**config.mk**
```make
export PLATFORM = sky130hd
export DESIGN_NAME = pipe_ctrl
export DESIGN_NICKNAME = d
export VERILOG_FILES = /design/src/rtl/pipe_ctrl.sv
export SDC_FILE = /design/constraint.sdc
export NUM_CORES = 1
export LEC_CHECK = 0
export ABC_CLOCK_PERIOD_IN_PS = 2450
export BUFFER_PORTS_ARGS = -buffer_cell sky130_fd_sc_hd__buf_2
export CORE_MARGIN = 10
export CORE_UTILIZATION = 45
export CTS_BUF_LIST = sky130_fd_sc_hd__clkbuf_2
export DETAILED_ROUTE_END_ITERATION = 8
export GPL_ROUTABILITY_DRIVEN = 0
export PLACE_DENSITY = 0.71
export SYNTH_ARGS = -nofsm -noshare
export SYNTH_HDL_FRONTEND = slang
export SYNTH_SLANG_ARGS = --single-unit
```
**constraint.sdc**
```tcl
create_clock -name clk -period 2.45 [get_ports clk]
set_input_delay 0.245 -clock clk [delete_from_list [all_inputs] [get_ports clk]]
set_output_delay 0.245 -clock clk [all_outputs]
set_load 0.01 [all_outputs]
```
**src/rtl/pipe_ctrl.sv**
```systemverilog
// Pipeline sequencing controller for the five-stage core.
// Merges EX/MEM stall requests, branch mispredicts and load-use hazards
// into per-register stall/flush vectors and the PC redirect. Owns the
// pending-redirect state, the stall watchdog and two performance counters.
module pipe_ctrl #(
   parameter int MAX_STALL  = 64,
   parameter int REG_ADDR_W = 5,
   parameter int LS_W       = 3,
   parameter int REG_W      = 32
) (
   input  logic                  clk,
   input  logic                  rst,
   input  logic [REG_ADDR_W-1:0] id_reg1addr,
   input  logic [REG_ADDR_W-1:0] id_reg2addr,
   input  logic                  id_reg1en,
   input  logic                  id_reg2en,
   input  logic [REG_ADDR_W-1:0] ex_rd,
   input  logic                  ex_regwe,
   input  logic [LS_W-1:0]       ex_loadctl,
   input  logic                  ex_stallreq,
   input  logic                  mem_stallreq,
   input  logic                  br_mispredict,
   input  logic [REG_W-1:0]      br_target,
   output logic [4:0]            stall,
   output logic [4:0]            flush,
   output logic                  redirect_valid,
   output logic [REG_W-1:0]      redirect_pc,
   output logic                  stall_timeout,
   output logic [31:0]           perf_stall_cycles,
   output logic [31:0]           perf_redirects
);

   typedef enum logic {RUN, PEND} state_t;

   // hold_cnt value seen during the last held cycle before the flag sets
   localparam logic [15:0] CNT_LIMIT = 16'(MAX_STALL - 1);

   state_t           state;
   logic [REG_W-1:0] pend_pc;
   logic [15:0]      hold_cnt;
   logic             hold;
   logic             lu;
   logic             redirect;

   // Counters stick at all-ones instead of wrapping
   function automatic logic [31:0] sat_inc(input logic [31:0] v);
      return (v == 32'hFFFF_FFFF) ? v : v + 32'd1;
   endfunction

   assign hold = mem_stallreq | ex_stallreq;

   // A load in EX whose destination feeds an ID source needs one bubble;
   // x0 never creates a dependency.
   assign lu = (ex_loadctl != '0) && ex_regwe && (ex_rd != '0) &&
               ((id_reg1en && (id_reg1addr == ex_rd)) ||
                (id_reg2en && (id_reg2addr == ex_rd)));

   // A later mispredict while pending cannot occur (EX frozen), so PEND wins
   assign redirect = (state == PEND) || br_mispredict;

   // Priority encode the control vectors; everything is quiet during reset
   always_comb begin
      stall          = 5'b00000;
      flush          = 5'b00000;
      redirect_valid = 1'b0;
      redirect_pc    = '0;
      if (rst) begin
         if (mem_stallreq) begin
            stall = 5'b01111;
            flush = 5'b10000;
         end else if (ex_stallreq) begin
            stall = 5'b00111;
            flush = 5'b01000;
         end else if (redirect) begin
            // Redirect beats LU: the hazarding instruction is flushed anyway
            flush          = 5'b00110;
            redirect_valid = 1'b1;
            redirect_pc    = (state == PEND) ? pend_pc : br_target;
         end else if (lu) begin
            stall = 5'b00011;
            flush = 5'b00100;
         end
      end
   end

   // Latch a mispredict that arrives under hold; release it once unheld
   always_ff @(posedge clk or negedge rst) begin
      if (!rst) begin
         state   <= RUN;
         pend_pc <= '0;
      end else begin
         case (state)
            RUN: begin
               if (br_mispredict && hold) begin
                  state   <= PEND;
                  pend_pc <= br_target;
               end
            end
            PEND: begin
               if (!hold) state <= RUN;
            end
            default: state <= RUN;
         endcase
      end
   end

   // Watchdog: count consecutive held cycles, set a sticky flag at the limit
   always_ff @(posedge clk or negedge rst) begin
      if (!rst) begin
         hold_cnt      <= '0;
         stall_timeout <= 1'b0;
      end else if (hold) begin
         if (hold_cnt != 16'hFFFF) hold_cnt <= hold_cnt + 16'd1;
         if (hold_cnt == CNT_LIMIT) stall_timeout <= 1'b1;
      end else begin
         hold_cnt <= '0;
      end
   end

   // Performance counters: frozen-PC cycles and issued redirects
   always_ff @(posedge clk or negedge rst) begin
      if (!rst) begin
         perf_stall_cycles <= '0;
         perf_redirects    <= '0;
      end else begin
         if (stall[0])       perf_stall_cycles <= sat_inc(perf_stall_cycles);
         if (redirect_valid) perf_redirects    <= sat_inc(perf_redirects);
      end
   end

endmodule

```
Word level (Yosys, flattened, before mapping)
Cells that the tools add are included.
{ "classes": {"mul": 0, "bitwise_logic": 4, "n_eq_ne": 7, "div_mod_pow": 0, "n_mux": 24, "magnitude_cmp": 0, "reduce_logical": 14, "n_shift": 0, "n_addsub": 3} }
{ "op_table": {"columns": ["operator", "n"], "rows": [
  ["2-to-1 mux 32 bit", 5],
  ["adder 32 x 1 -> 32 bit, second input constant", 2],
  ["== test 32 bit, second input constant", 2],
  ["2-to-1 mux 16 bit", 2],
  ["adder 16 x 1 -> 16 bit, second input constant", 1],
  ["== test 16 x 6 -> 1 bit, second input constant", 1],
  ["!= test 16 bit, second input constant", 1],
  ["2-to-1 mux 5 bit", 3],
  ["== test 5 bit", 2],
  ["2-to-1 mux 3 bit", 3],
  ["2-to-1 mux 4 bit", 2],
  ["AND reduction 2 bit", 4],
  ["logical AND 1 bit", 6],
  ["2-to-1 mux 1 bit", 6],
  ["nonzero test 5 bit", 1],
  ["2-to-1 mux 2 bit", 2],
  ["inverter 1 bit", 3],
  ["nonzero test 3 bit", 1],
  ["logical OR 1 bit", 2],
  ["!= test 2 x 1 -> 1 bit, second input constant", 1],
  ["one-hot mux 1 bit (2 select lines)", 1],
  ["OR 1 bit", 1]
]} }
{ "totals": {"word_cells": 58, "out_inout_bits": 108, "reg_bits": 114, "ramBits": 0, "mem_bits_ro": 0, "in_bits": 58, "memories": 0, "latchBits": 0} }

Longest topological paths before layout
{ "logic_depth": {"word_depth": 10, "depth_mapped": 8, "mapped_depth_nobuf": 7} }

Worst setup path after synthesis
No wires, ideal clock.
{ "synth_path": {"kind": "register -> register", "from": "register perf_redirects[0]", "to": "register perf_redirects[6]", "path_buffers": 1, "setup_ps": 128, "slack_ps": 262, "required_ps": 2322, "path_stages_with_launch": 9, "arrival_ps": 2060, "period_less_slack_ps": 2188, "path_cell_list": "dfrtp_1 ha_1 and4_1 nand3_1 or4_4 and2_4 buf_6 and3_4 xor2_1"} }
{ "synth_between": {"elab_chain_len": 3, "elab_cells_between_ends": 4} }
{ "synth_rtl": {"columns": ["item", "line", "text"], "rows": [
  ["start, declared", "30", "output logic [31:0] perf_redirects"],
  ["start signal, assigned", "127", "if (redirect_valid) perf_redirects <= sat_inc(perf_redirects);"],
  ["parallel branches: the longest is 3 deep, another holds adder 32 x 1 -> 32 bit", null, null]
]} }
Several ways; the timed one is not identified.
A chain may end at the register's enable or synchronous reset.

Final worst setup path
Same ends and word-level chain as after synthesis.

==> metrics.yaml <==
global_routing:
  grt_pass1_wl_mm: 25.3
  track_usage_pct: 17.2
  grt_overflow: 0
  first_global_vias: 5094
  grt_max_degree: 60
  antenna_found_initial: 2
power_and_ir_drop:
  p_per_area_nw_per_um2: 563
  peakVddDrop_uv: 370
  p_leak_nw: 3.81
  p_total_w: 0.00415
critical_path:
  critPathTopFamily: "simple AND/OR/NAND/NOR gates"
  cp_cell_sequence: "ha_1 > and4_1 > nand3_1 > or4_4 > and2_4 > and3_4 > xor2_1"
  cp_num_cells: 7
  regToRegSetupSlack_ns: 0.15
  crit_fanout: 13
  arrival_ns: 2.84
  critPathKind: "register to register"
  crit_slowest_cell: "or4_4"
  r2r_cells: 7
  crit_path_start_kind: "register"
  worst-path-buf-inv: 0
  slowest_delay_ns: 0.64
  cp.required_ns: 3.00
  setup.worst_path.end_class: "register"
drt:
  drcViolationCount: 0
  viasPerCell: 5.13
  detail-route-antenna-nets: 0
  wl_met2_mm: 7.57
  top_layer_used: "met4"
  vias: 4844
  firstDrtPassIters: 4
  wl_met3_um: 705
  routed_wl_mm: 15.2
  drtIter0Drc: 209
  routedWlPerCell_um: 16.1
  drt-met1-wl_mm: 6.61
clock_tree:
  post_cts_buffers: 0
  cts_buffers: 17
  cts_sinks: 114
  root_buffer: "clkbuf_2"
  cts-htree-levels: 4
  cts_tree: "built"
  clockBufferDepth: 2
  clk-insertion-delay-late_ns: 0.66
  clk_pin_slew_ns: 0.15
timing:
  setup-violations-final: 0
  finalSetupTns_ns: 0
  period_minus_slack_ns: 2.30
  rsz0062_at_grt: "no"
  fin_crit_sh_pct: 93.7
  slew_headroom_pct: 51.8
  fin_skew_ns: 0.0213
  max_freq_ghz: 0.436
  tightest_slew_ns: 0.723
  final_hold_viol_count: 0
  drv_slew: 0
placement:
  dp_hpwl_mm: 11.1
  portBuffers: 163
synthesis:
  synth_cell_types: 48
  yosysWarnings: 0
  syn_area_sq_um: 5780
  synth_area_leaders: "dfrtp_1, mux2_2, xor2_1"
  avgSynthCellArea_sq_um: 10.5
  ys_ff_latch: 114
  ys_seq_area_share_pct: 49.3
  yosysTopAreaCell: "dfrtp_1"
  yosysTopAreaCellShare_pct: 49.3
  synthCells: 549
worst_hold_path:
  min_path_type: "primary input to register"
  whs_path_depth: 4
layout:
  layout_commonest_cell: "buf_2"
  drive_above_1_share_pct: 32.2
  syn2layout_area_growth_pct: 27.5
  layout_common_cells: "buf_2, dfrtp_1, nor2_1, xor2_1, nand2_1"
  fin_nets: 821
floorplanning:
  initial_core_util_pct: 45.8
  core_sq_um: 12600
  fp.dieH_um: 133
  fp-row-count: 41
  fp.dieW_um: 133
  io_pins: 166
  die_area_sq_um: 17800
outcome:
  status: "finished clean"
flow_run:
  max-cap-violations: 0
[repair_timing]
item / in CTS / in global routing
setup endpoints to repair: 4 / 21
resized for setup: 1 / 2
pin swaps: 0 / 0
hold endpoints to repair: 150 / 0
hold buffers: 35 / 0
[registers in the layout, indices dropped and copies added, names as in the netlist]
signal / flops
hold_cnt: 16
pend_pc: 32
perf_redirects: 32
perf_stall_cycles: 32
stall_timeout: 1
state: 1
[layer usage]
metal	vias up	track usage, %
met5	-	0
met4	0	7.32
met3	25	4.81
met2	131	28.7
met1	2362	20.2
li1	2326	-
[synth_stat cells (all sizes together)]
cell    number
nor4b        2
dfrtp      114
o22ai        1
o311ai       1
o21ai        2
ha           3
xor2        43
nor3        21
nand3       29
buf         12
inv         13
o221ai       1
nand2b       1
nand2       41
nor3b        2
or4          2
and4         7
o211ai       1
mux2        35
nor4        16
nand3b       1
a31oi        2
conb         1
clkbuf      10
and2         5
nand4       21
a21oi        3
a211oi       1
a21boi       1
a21o         1
and3        13
or3          1
a41o         1
nand4b       1
mux2i       32
nor2        69
xnor2       39
[through the flow]
step / std cells / worst slack, ns / util (%) / hold WS [ns] / instance area (sq um)
after floorplan: 550 / 0.262 / - / -0.0506 / 5790
after global placement: 878 / 0.286 / 54.2 / 0.472 / 6840
after detailed placement: 878 / 0.192 / 54.2 / 0.483 / 6840
after CTS: 942 / 0.0388 / 58.3 / 0.00952 / 7360
after global routing: 944 / 0.00323 / 58.4 / 0.0399 / 7370
final: 944 / 0.155 / 58.4 / 0.0976 / 7370
[cell type report]
class                           instances  area (sq um)
Tap cell                              172           215
Multi-Input combinational cell        401          2780
Sequential cell                       114          2850
Inverter                               13          48.8
Fill cell                            1127          5250
Clock inverter                         10          71.3
Clock buffer                           19          95.1
Antenna cell                            2          5.00
Timing Repair Buffer                  213          1310
[logic make-up (layout without fill, tap and decap cells)]
family	after synthesis	count (layout)	share of synthesized area [%]
flip-flops	114	114	49.3
AND/OR/NAND/NOR	232	232	20.5
AO/OA/AOI/OAI	15	15	1.75
adder cells (fa/ha/maj)	3	3	0.649
buffers and inverters	35	255	2.81
multiplexers	67	67	12.4
XOR/XNOR	82	82	12.4
other	1	4	0.0649
[worst reg2reg max path, cell delays in order, from the launching register on]
cell,delay [ns]
dfrtp_1,0.44
ha_1,0.21
and4_1,0.24
nand3_1,0.13
or4_4,0.64
and2_4,0.23
and3_4,0.18
xor2_1,0.13
[where the power goes]
part / internal [W] / leakage (nW) / switching, W
registers: 0.00211 / 1.46 / 0.000187
logic: 0.000444 / 2.24 / 0.000424
clock network: 0.000334 / 0.113 / 0.000655
total: 0.00289 / 3.81 / 0.00127
[final timing paths]
check                              startpoint                    to
setup / recovery            perf_redirects[0]     perf_redirects[6]
hold / removal                   mem_stallreq           hold_cnt[4]
setup reg to reg            perf_redirects[0]     perf_redirects[6]
hold reg to reg            perf_redirects[31]    perf_redirects[31]
max in group asynchronous                 rst          hold_cnt[14]
min in group asynchronous                 rst  perf_stall_cycles[9]
No activity file was read; power rests on OpenSTA's default activity.
